<file path="config.mk">
export PLATFORM = sky130hd
export DESIGN_NAME = trap_controller
export DESIGN_NICKNAME = d
export VERILOG_FILES = /design/src/rtl/trap_controller.sv
export SDC_FILE = /design/constraint.sdc
export NUM_CORES = 1
export LEC_CHECK = 0
export ABC_AREA = 1
export CAP_MARGIN = 20
export CORE_AREA = 2 2 114 116
export CTS_CLUSTER_SIZE = 16
export DETAILED_ROUTE_END_ITERATION = 6
export DIE_AREA = 0 0 116 118
export PLACE_DENSITY_LB_ADDON = 0.12
export SETUP_SLACK_MARGIN = 0.02
export SYNTH_ARGS = -nofsm -noshare
export SYNTH_HDL_FRONTEND = slang
export SYNTH_SLANG_ARGS = --single-unit
</file>
<file path="constraint.sdc">
create_clock -name clk -period 2.81 [get_ports clk]
set_input_delay 0.281 -clock clk [delete_from_list [all_inputs] [get_ports clk]]
set_output_delay 0.281 -clock clk [all_outputs]
set_load 0.01 [all_outputs]
</file>
<file path="src/rtl/trap_controller.sv">
// Pre-trap sequencer: records mepc/mcause/mtval on an exception, or fetches mepc on MRET,
// then issues a one-cycle PC redirect. trap_done stays low while a sequence is in flight.
module trap_controller #(
  parameter int unsigned XLEN           = 32,
  parameter int unsigned CSR_ADDR_WIDTH = 12
) (
  input  logic                      clk,
  input  logic                      reset,
  input  logic [2:0]                trap_status,
  input  logic [XLEN-1:0]           trap_pc,
  input  logic [31:0]               trap_instruction,
  input  logic [XLEN-1:0]           trap_address,
  input  logic [XLEN-1:0]           csr_read_data,
  output logic                      trap_done,
  output logic                      csr_trap_write,
  output logic [CSR_ADDR_WIDTH-1:0] csr_trap_address,
  output logic [XLEN-1:0]           csr_trap_write_data,
  output logic                      trap_redirect,
  output logic [XLEN-1:0]           trap_target
);

  localparam logic [2:0] IDLE         = 3'd0;
  localparam logic [2:0] WRITE_MEPC   = 3'd1;
  localparam logic [2:0] WRITE_MCAUSE = 3'd2;
  localparam logic [2:0] WRITE_MTVAL  = 3'd3;
  localparam logic [2:0] READ_MTVEC   = 3'd4;
  localparam logic [2:0] READ_MEPC    = 3'd5;
  localparam logic [2:0] REDIRECT     = 3'd6;

  localparam logic [2:0] TS_NONE        = 3'd0;
  localparam logic [2:0] TS_ECALL       = 3'd1;
  localparam logic [2:0] TS_EBREAK      = 3'd2;
  localparam logic [2:0] TS_MISAL_INSTR = 3'd3;
  localparam logic [2:0] TS_MISAL_LOAD  = 3'd4;
  localparam logic [2:0] TS_MISAL_STORE = 3'd5;
  localparam logic [2:0] TS_ILLEGAL     = 3'd6;
  localparam logic [2:0] TS_MRET        = 3'd7;

  localparam logic [CSR_ADDR_WIDTH-1:0] CSR_MTVEC  = CSR_ADDR_WIDTH'(12'h305);
  localparam logic [CSR_ADDR_WIDTH-1:0] CSR_MEPC   = CSR_ADDR_WIDTH'(12'h341);
  localparam logic [CSR_ADDR_WIDTH-1:0] CSR_MCAUSE = CSR_ADDR_WIDTH'(12'h342);
  localparam logic [CSR_ADDR_WIDTH-1:0] CSR_MTVAL  = CSR_ADDR_WIDTH'(12'h343);

  logic [2:0]      state_q, state_d;
  logic [XLEN-1:0] pc_q, pc_d;
  logic [3:0]      cause_q, cause_d;
  logic [XLEN-1:0] tval_q, tval_d;
  logic [XLEN-1:0] target_q, target_d;

  always_ff @(posedge clk or negedge reset) begin
    if (!reset) begin
      state_q  <= IDLE;
      pc_q     <= '0;
      cause_q  <= '0;
      tval_q   <= '0;
      target_q <= '0;
    end else begin
      state_q  <= state_d;
      pc_q     <= pc_d;
      cause_q  <= cause_d;
      tval_q   <= tval_d;
      target_q <= target_d;
    end
  end

  always_comb begin
    state_d  = state_q;
    pc_d     = pc_q;
    cause_d  = cause_q;
    tval_d   = tval_q;
    target_d = target_q;
    case (state_q)
      IDLE: begin
        if (trap_status == TS_MRET) begin
          state_d = READ_MEPC;
        end else if (trap_status != TS_NONE) begin
          state_d = WRITE_MEPC;
          pc_d    = trap_pc;
          case (trap_status)
            TS_ECALL:       cause_d = 4'd11;
            TS_EBREAK:      cause_d = 4'd3;
            TS_MISAL_INSTR: cause_d = 4'd0;
            TS_MISAL_LOAD:  cause_d = 4'd4;
            TS_MISAL_STORE: cause_d = 4'd6;
            TS_ILLEGAL:     cause_d = 4'd2;
            default:        cause_d = 4'd0;
          endcase
          case (trap_status)
            TS_MISAL_INSTR, TS_MISAL_LOAD, TS_MISAL_STORE: tval_d = trap_address;
            TS_ILLEGAL:                                    tval_d = XLEN'(trap_instruction);
            default:                                       tval_d = '0;
          endcase
        end
      end
      WRITE_MEPC:   state_d = WRITE_MCAUSE;
      WRITE_MCAUSE: state_d = WRITE_MTVAL;
      WRITE_MTVAL:  state_d = READ_MTVEC;
      // Only direct-mode mtvec is supported, so the mode bits are simply dropped.
      READ_MTVEC: begin
        target_d = {csr_read_data[XLEN-1:2], 2'b00};
        state_d  = REDIRECT;
      end
      READ_MEPC: begin
        target_d = {csr_read_data[XLEN-1:2], 2'b00};
        state_d  = REDIRECT;
      end
      REDIRECT: state_d = IDLE;
      default:  state_d = IDLE;
    endcase
  end

  always_comb begin
    csr_trap_write      = 1'b0;
    csr_trap_address    = '0;
    csr_trap_write_data = '0;
    case (state_q)
      WRITE_MEPC: begin
        csr_trap_write      = 1'b1;
        csr_trap_address    = CSR_MEPC;
        csr_trap_write_data = {pc_q[XLEN-1:2], 2'b00};
      end
      WRITE_MCAUSE: begin
        csr_trap_write      = 1'b1;
        csr_trap_address    = CSR_MCAUSE;
        csr_trap_write_data = XLEN'(cause_q);
      end
      WRITE_MTVAL: begin
        csr_trap_write      = 1'b1;
        csr_trap_address    = CSR_MTVAL;
        csr_trap_write_data = tval_q;
      end
      READ_MTVEC: csr_trap_address = CSR_MTVEC;
      READ_MEPC:  csr_trap_address = CSR_MEPC;
      default: ;
    endcase
  end

  assign trap_done     = ((state_q == IDLE) && (trap_status == TS_NONE)) || (state_q == REDIRECT);
  assign trap_redirect = (state_q == REDIRECT);
  assign trap_target   = target_q;

endmodule

</file>
==> impl_results.md, run 1 <==
* Status: complete, no violations
* Worst hold slack at 0.470 ns
* Slew Viols, Final at 0
* Worst path bufs/invs at 3
* Cts repair resizes at 0
* Post-synth top area cell: dfrtp_1
* Gate Count Post-Synth at 671
* Final WL at 13,800 um
* DRC Markers at 0
* Final worst path period need at 2.44 ns
* CTS buffer count at 9
* Top-area cell type share of the netlist area at 0.503
* Critical-path top delay cell: clkdlybuf4s50_1
* Synth top area cells: dfrtp_1 50%, nand2_1 32%, nand3_1 6.8%, buf_6 2.5%, buf_4 1.5%
* Max Cap Viol at 0
* Synth Area per Inst at 7.34 sq um
* Largest net degree at the start of global routing at 67
* Initial DRC Count at ~300
* Global Route Usage Sum at 0.206
* Final Hold Fails at 0
* WL/cell at 13.3 um
* Post-DR vias/cell at 4.63
* Worst-margin pin slew at 0.633 ns
* GR Overflow Total at 0
* Final setup fails at 0
* Worst-path maximum fanout at 31
* Skew-Pair Late Insertion Delay at 0.34 ns
* Commonest non-fill, non-tap cell in the layout: nand2_1
* Area grow syn2layout at 48.3%
* Layout cells sized above 1 at 0.0536
* Post-route ant nets at 0
* CP Class: reg2out
* Most frequent CP cell: nand2_1
* Clock Path Buffers at 2
* Vias in the first global route at 4,652
* I/O pins at 212
* # fillers at 1,162
* Seq cells post-synth at 99
* Pre-CTS setup slack at 0.688 ns
* First-pass DRT Iterations at 4
* Core ar. at 12,400 sq um
* Synth cell types at 23
* Critical path cell sequence: inv_4 -> nand2_1 -> nor2_2 -> buf_4 -> nand2_1 -> nand2_1 -> clkdlybuf4s50_1
* Type of origin of the critical path: flop
* F_max at between 0.4 and 0.5 GHz
* Initial Utilization at 0.396
* Die Y at ~120 um
* CTS tree: done
* Leakage at 0.00372 uW
* Yosys warnings at 0
* Clock root buffer: clkbuf_16
* Relative max-transition margin at 0.577
* Nets at 987
* First-pass GRT wire length at 22,600 um
* Worst Path Required at 2.53 ns
* Synth Cell Area at 4920 sq um
* Initial antenna violation count at 0
* Cell row count at 41
* Fin worst setup slack at 0.367 ns
* CTS Sinks at 99
* CP endpoint kind: output port
* Setup_tns at 0 ns
* RSZ-0062 raised after global routing: false
* Skew final at just under 0.003 ns
* CTS H-tree lvls at 3
* Final period util at 0.869
* Reg clk slew, reported paths at 0.06 ns
* Worst path arrival time at 2.16 ns
* Min-delay worst type: reg2reg
* Via count at 4,776
* N_diodes at 0
* Max IR drop VDD at 0.375 mV
* PD cells at 954 nW/um^2
* Die Area at 13,700 sq um
* Port Buffers at 199
* Fin util at 0.588
* Hpwl dp at 9720 um
* Die Width at 116 um
* Post-synthesis sequential area ratio at 0.503
* Critical path's top delay family: buffers and inverters
* RePlAce Congestion at a little over 0.8
* Max incr delay on CP at 0.54 ns
* Commonest non-fill, non-tap cells in the layout: 416 x nand2_1, 198 x clkdlybuf4s50_1, 99 x dfrtp_1, 67 x nand3_1
==> worst reg2reg max path, stage by stage (launching register included) <==
cell	delay, ns
dfrtp_1	0.46
nor2_1	0.25
nand2_2	0.16
nor2_8	0.41
buf_12	0.27
nand2_1	0.10
nand2_1	0.06
==> routing by layer <==
layer,GRT usage,vias to the layer above,routed length (um)
li1,-,2406,-
met4,0.0737,0,301
met1,0.274,2185,6090
met3,0.0355,21,849
met5,0,-,0
met2,0.336,164,6530
==> registers in the layout (all words and copies together) (netlist names) <==
| name | flops |
|---|---|
| state_q | 3 |
| pc_q | 30 |
| tval_q | 32 |
| trap_target | 30 |
| cause_q | 4 |
==> worst paths after layout <==
check,cells past startpoint,from,slack [ns],end
setup / recovery,7,state_q[2]$_DFFE_PN0P_,0.37,csr_trap_write_data[11]
hold / removal,2,trap_target[8]$_DFFE_PN0P_,0.47,trap_target[8]$_DFFE_PN0P_
setup reg to reg,6,state_q[1]$_DFFE_PN0P_,1.05,tval_q[7]$_DFFE_PN0P_
hold reg to reg,2,trap_target[8]$_DFFE_PN0P_,0.47,trap_target[8]$_DFFE_PN0P_
max in group asynchronous,3,reset,1.62,trap_target[7]$_DFFE_PN0P_
min in group asynchronous,2,reset,0.48,trap_target[18]$_DFFE_PN0P_
==> timing repair <==
item | in CTS | in global routing
hold buffers | 1 | 0
hold endpoints to repair | 42 | 0
buffers inserted | 0 | 0
==> power by group <==
| part | leakage [uW] | total (uW) | switching (uW) | internal, uW |
|---|---|---|---|---|
| logic | 0.00233 | 3260 | 1750 | 1520 |
| registers | 0.00124 | 2430 | 356 | 2080 |
| clock network | 0.000150 | 1260 | 500 | 765 |
| total | 0.00372 | 6960 | 2600 | 4360 |
==> cells by family after synthesis <==
logic type             share of synthesized area
other                                   0.000762
DFF                                        0.503
buffers and inverters                     0.0689
and+or+nand+nor                            0.422
AOI/OAI and AO/OA                        0.00458
==> cells in the mapped netlist <==
master    instances
conb_1            1
nand3_1          67
o21ai_0           1
nor2_4            1
nor2_2            2
clkbuf_1         10
nand3_2           1
buf_1             2
nor2_8            1
inv_4             1
inv_1             4
a31oi_1           1
nand2_2          12
buf_4            10
buf_2            14
dfrtp_1          99
nor2_1           13
a21oi_1           1
inv_2             1
nand2_1         416
o22ai_1           1
buf_6            11
nor3_1            1
==> layout make-up <==
cell class              instances  area, sq um  area share
flip-flops and latches         99         2480       0.339
repair buffers                212         2140       0.293
multi-input cells             526         2130       0.292
clock buffers                  15          278      0.0381
well taps                     172          215      0.0295
clock inverters                 1         30.0     0.00411
inverters                       6         25.0     0.00343
==> stage by stage <==
step / total power, uW / cell area [sq um] / instances
CTS: 7050 / 7300 / 1031
detailed placement: 5750 / 6980 / 1014
floorplan: 4270 / 4950 / 678
global placement: 5680 / 6980 / 1014
global route: 7500 / 7300 / 1031
finish: 6960 / 7300 / 1031
Note: power is estimated with default switching activity, not from simulation.
==> inputs of run 2 (changes only) <==
==> constraint.sdc (replaced) <==
create_clock -name clk -period 2.7 [get_ports clk]
set_input_delay 0.27 -clock clk [delete_from_list [all_inputs] [get_ports clk]]
set_output_delay 0.27 -clock clk [all_outputs]
set_load 0.01 [all_outputs]
==> run 2 against run 1 <==
Effect of this change:
- register-to-register slack lost 0.09 ns
- first-iteration DRC count is 17% lower
- final area down 0.12%
- non-clock buffer count is 3 higher
- via count down 0.13%
- wire length grew 0.79%
- clock power about the same
- clock skew rose by 0.0039 ns
- die area is the same
- combinational power increased by 5%
- critical path type unchanged
- largest power group unchanged
==> impl_results.md, run 2 (synthesized netlist as in run 1, its figures left out) <==
* I/O pins at about 210
* DRC Markers at 0
* Initial antenna violation count at 0
* Post-route ant nets at 0
* Global Route Usage Sum at 0.207
* Worst Path Required at 2.43 ns
* WL/cell at 13.4 um
* Top reg by flops: tval_q
* Vias in the first global route at 4,675
* Status: complete, no violations
* Setup_tns at 0 ns
* CTS tree: done
* Skew final at 0.00683 ns
* Slew Viols, Final at 0
* Initial DRC Count at around 250
* Core ar. at between 10,000 and 15,000 sq um
* Worst path arrival time at 2.23 ns
* Commonest non-fill, non-tap cells in the layout: 416 x nand2_1, 198 x clkdlybuf4s50_1, 99 x dfrtp_1, 67 x nand3_1, 13 x buf_4
* Pre-CTS setup slack at about 0.54 ns
* Min-Delay Path Depth at 3
* Final setup fails at 0
* Port Buffers at 199
* Largest register FFs at 32
* Die Width at about 120 um
* F_max at ~0.40 GHz
* Min-delay worst type: in2reg
* Placed Area at ~7000 sq um
* Reg clk slew, reported paths at 0.06 ns
* CP Class: reg2out
* Worst-margin pin slew at 0.673 ns
* Clock root buffer: clkbuf_16
* Via count at 4,770
* Final Hold Fails at 0
* Critical-path top delay cell: clkdlybuf4s50_1
* Largest net degree at the start of global routing at 67
* Max Cap Viol at 0
* Area grow syn2layout at 48.1%
* Layout cells sized above 1 at 0.0557
* Worst Reg2Reg Path Length in Cells at 6
* N_diodes at 0
* Initial Utilization at 0.396
* Die Area at between 10,000 and 15,000 sq um
* Fin worst setup slack at 0.200 ns
* CTS Sinks at 99
* Nets at 990
* RePlAce Congestion at between 0.8 and 0.9
* Max incr delay on CP at 0.54 ns
* First-pass DRT Iterations at 5
* Skew-Pair Late Insertion Delay at 0.34 ns
* Worst-path maximum fanout at 5
* Post-DR vias/cell at between 4 and 5
* Relative max-transition margin at 0.548
* Cts repair resizes at 0
* Max IR drop VDD at 0.414 mV
* Hpwl dp at 9850 um
* GR Overflow Total at 0
* Final WL at 13,900 um
* Critical path cell sequence: inv_2 -> nor3_1 -> nand2_1 -> nand3_1 -> clkdlybuf4s50_1
* Cell row count at 41
* Final worst path period need at about 2.5 ns
* CTS H-tree lvls at 3
* Leakage at 0.00372 uW
* Commonest non-fill, non-tap cell in the layout: nand2_1
* Cell area after layout at 7290 sq um
* Final period util at 0.926
* CP endpoint kind: output port
* PD cells at a little under 1000 nW/um^2
* First-pass GRT wire length at 22,400 um
* RSZ-0062 raised after global routing: false
* Clock Path Buffers at 2
* Type of origin of the critical path: flop
* CTS buffer count at 9
* Die Y at 118 um
==> run 2: cell count changes in the layout (fill, tap and decap cells not counted), sizes merged <==
cell	change
clkbuf	-1
buf	+3
clkinv	+1
==> run 2: worst paths after layout <==
| kind | from | to | slack (ns) |
|---|---|---|---|
| setup / recovery | state_q[1]$_DFFE_PN0P_ | csr_trap_write_data[2] | 0.20 |
| hold / removal | trap_pc[12] | pc_q[12]$_DFFE_PN0P_ | 0.47 |
| min in group asynchronous | reset | trap_target[23]$_DFFE_PN0P_ | 0.48 |
| setup reg to reg | state_q[1]$_DFFE_PN0P_ | tval_q[7]$_DFFE_PN0P_ | 0.96 |
| hold reg to reg | trap_target[18]$_DFFE_PN0P_ | trap_target[18]$_DFFE_PN0P_ | 0.47 |
| max in group asynchronous | reset | trap_target[5]$_DFFE_PN0P_ | 1.51 |
==> run 2: routing by layer <==
layer	wire (um)	GRT usage
met5	0	0
met4	394	0.0930
met3	814	0.0330
met2	6490	0.340
met1	6170	0.268
==> run 2: repair_timing <==
item / in CTS / in global routing
buffers inserted: 0 / 0
hold buffers: 1 / 0
endpoints found under the hold margin: 45 / 0
==> run 2: stage by stage <==
stage                     instances  total power (uW)   util  hold WS (ns)
after CTS                      1034              7300  0.587         0.453
after global placement         1017              5920  0.563         0.321
after detailed placement       1017              5990  0.563         0.320
final                          1034              7210  0.587         0.467
after global routing           1034              7790  0.587         0.469
after floorplan                 678              4450      -       -0.0256
==> run 2: cell type report <==
cell class	count	area, sq um
Sequential cell	99	2480
Multi-Input combinational cell	526	2130
Tap cell	172	215
Clock inverter	2	35.0
Timing Repair Buffer	215	2150
Inverter	6	25.0
Clock buffer	14	254
Fill cell	1170	5120
==> run 2: power by group <==
group	total (uW)	switching (uW)	internal, uW	leakage [uW]
clock	1260	518	744	0.000141
sequential	2530	364	2160	0.00124
combinational	3420	1820	1590	0.00234
total	7210	2710	4500	0.00372
==> run 2: worst max-delay path: cells and delay by family, from the launching register on <==
kind	cells	cell delay (ns)
AND/OR/NAND/NOR	3	0.78
buffers and inverters	2	0.64
flip-flops	1	0.47
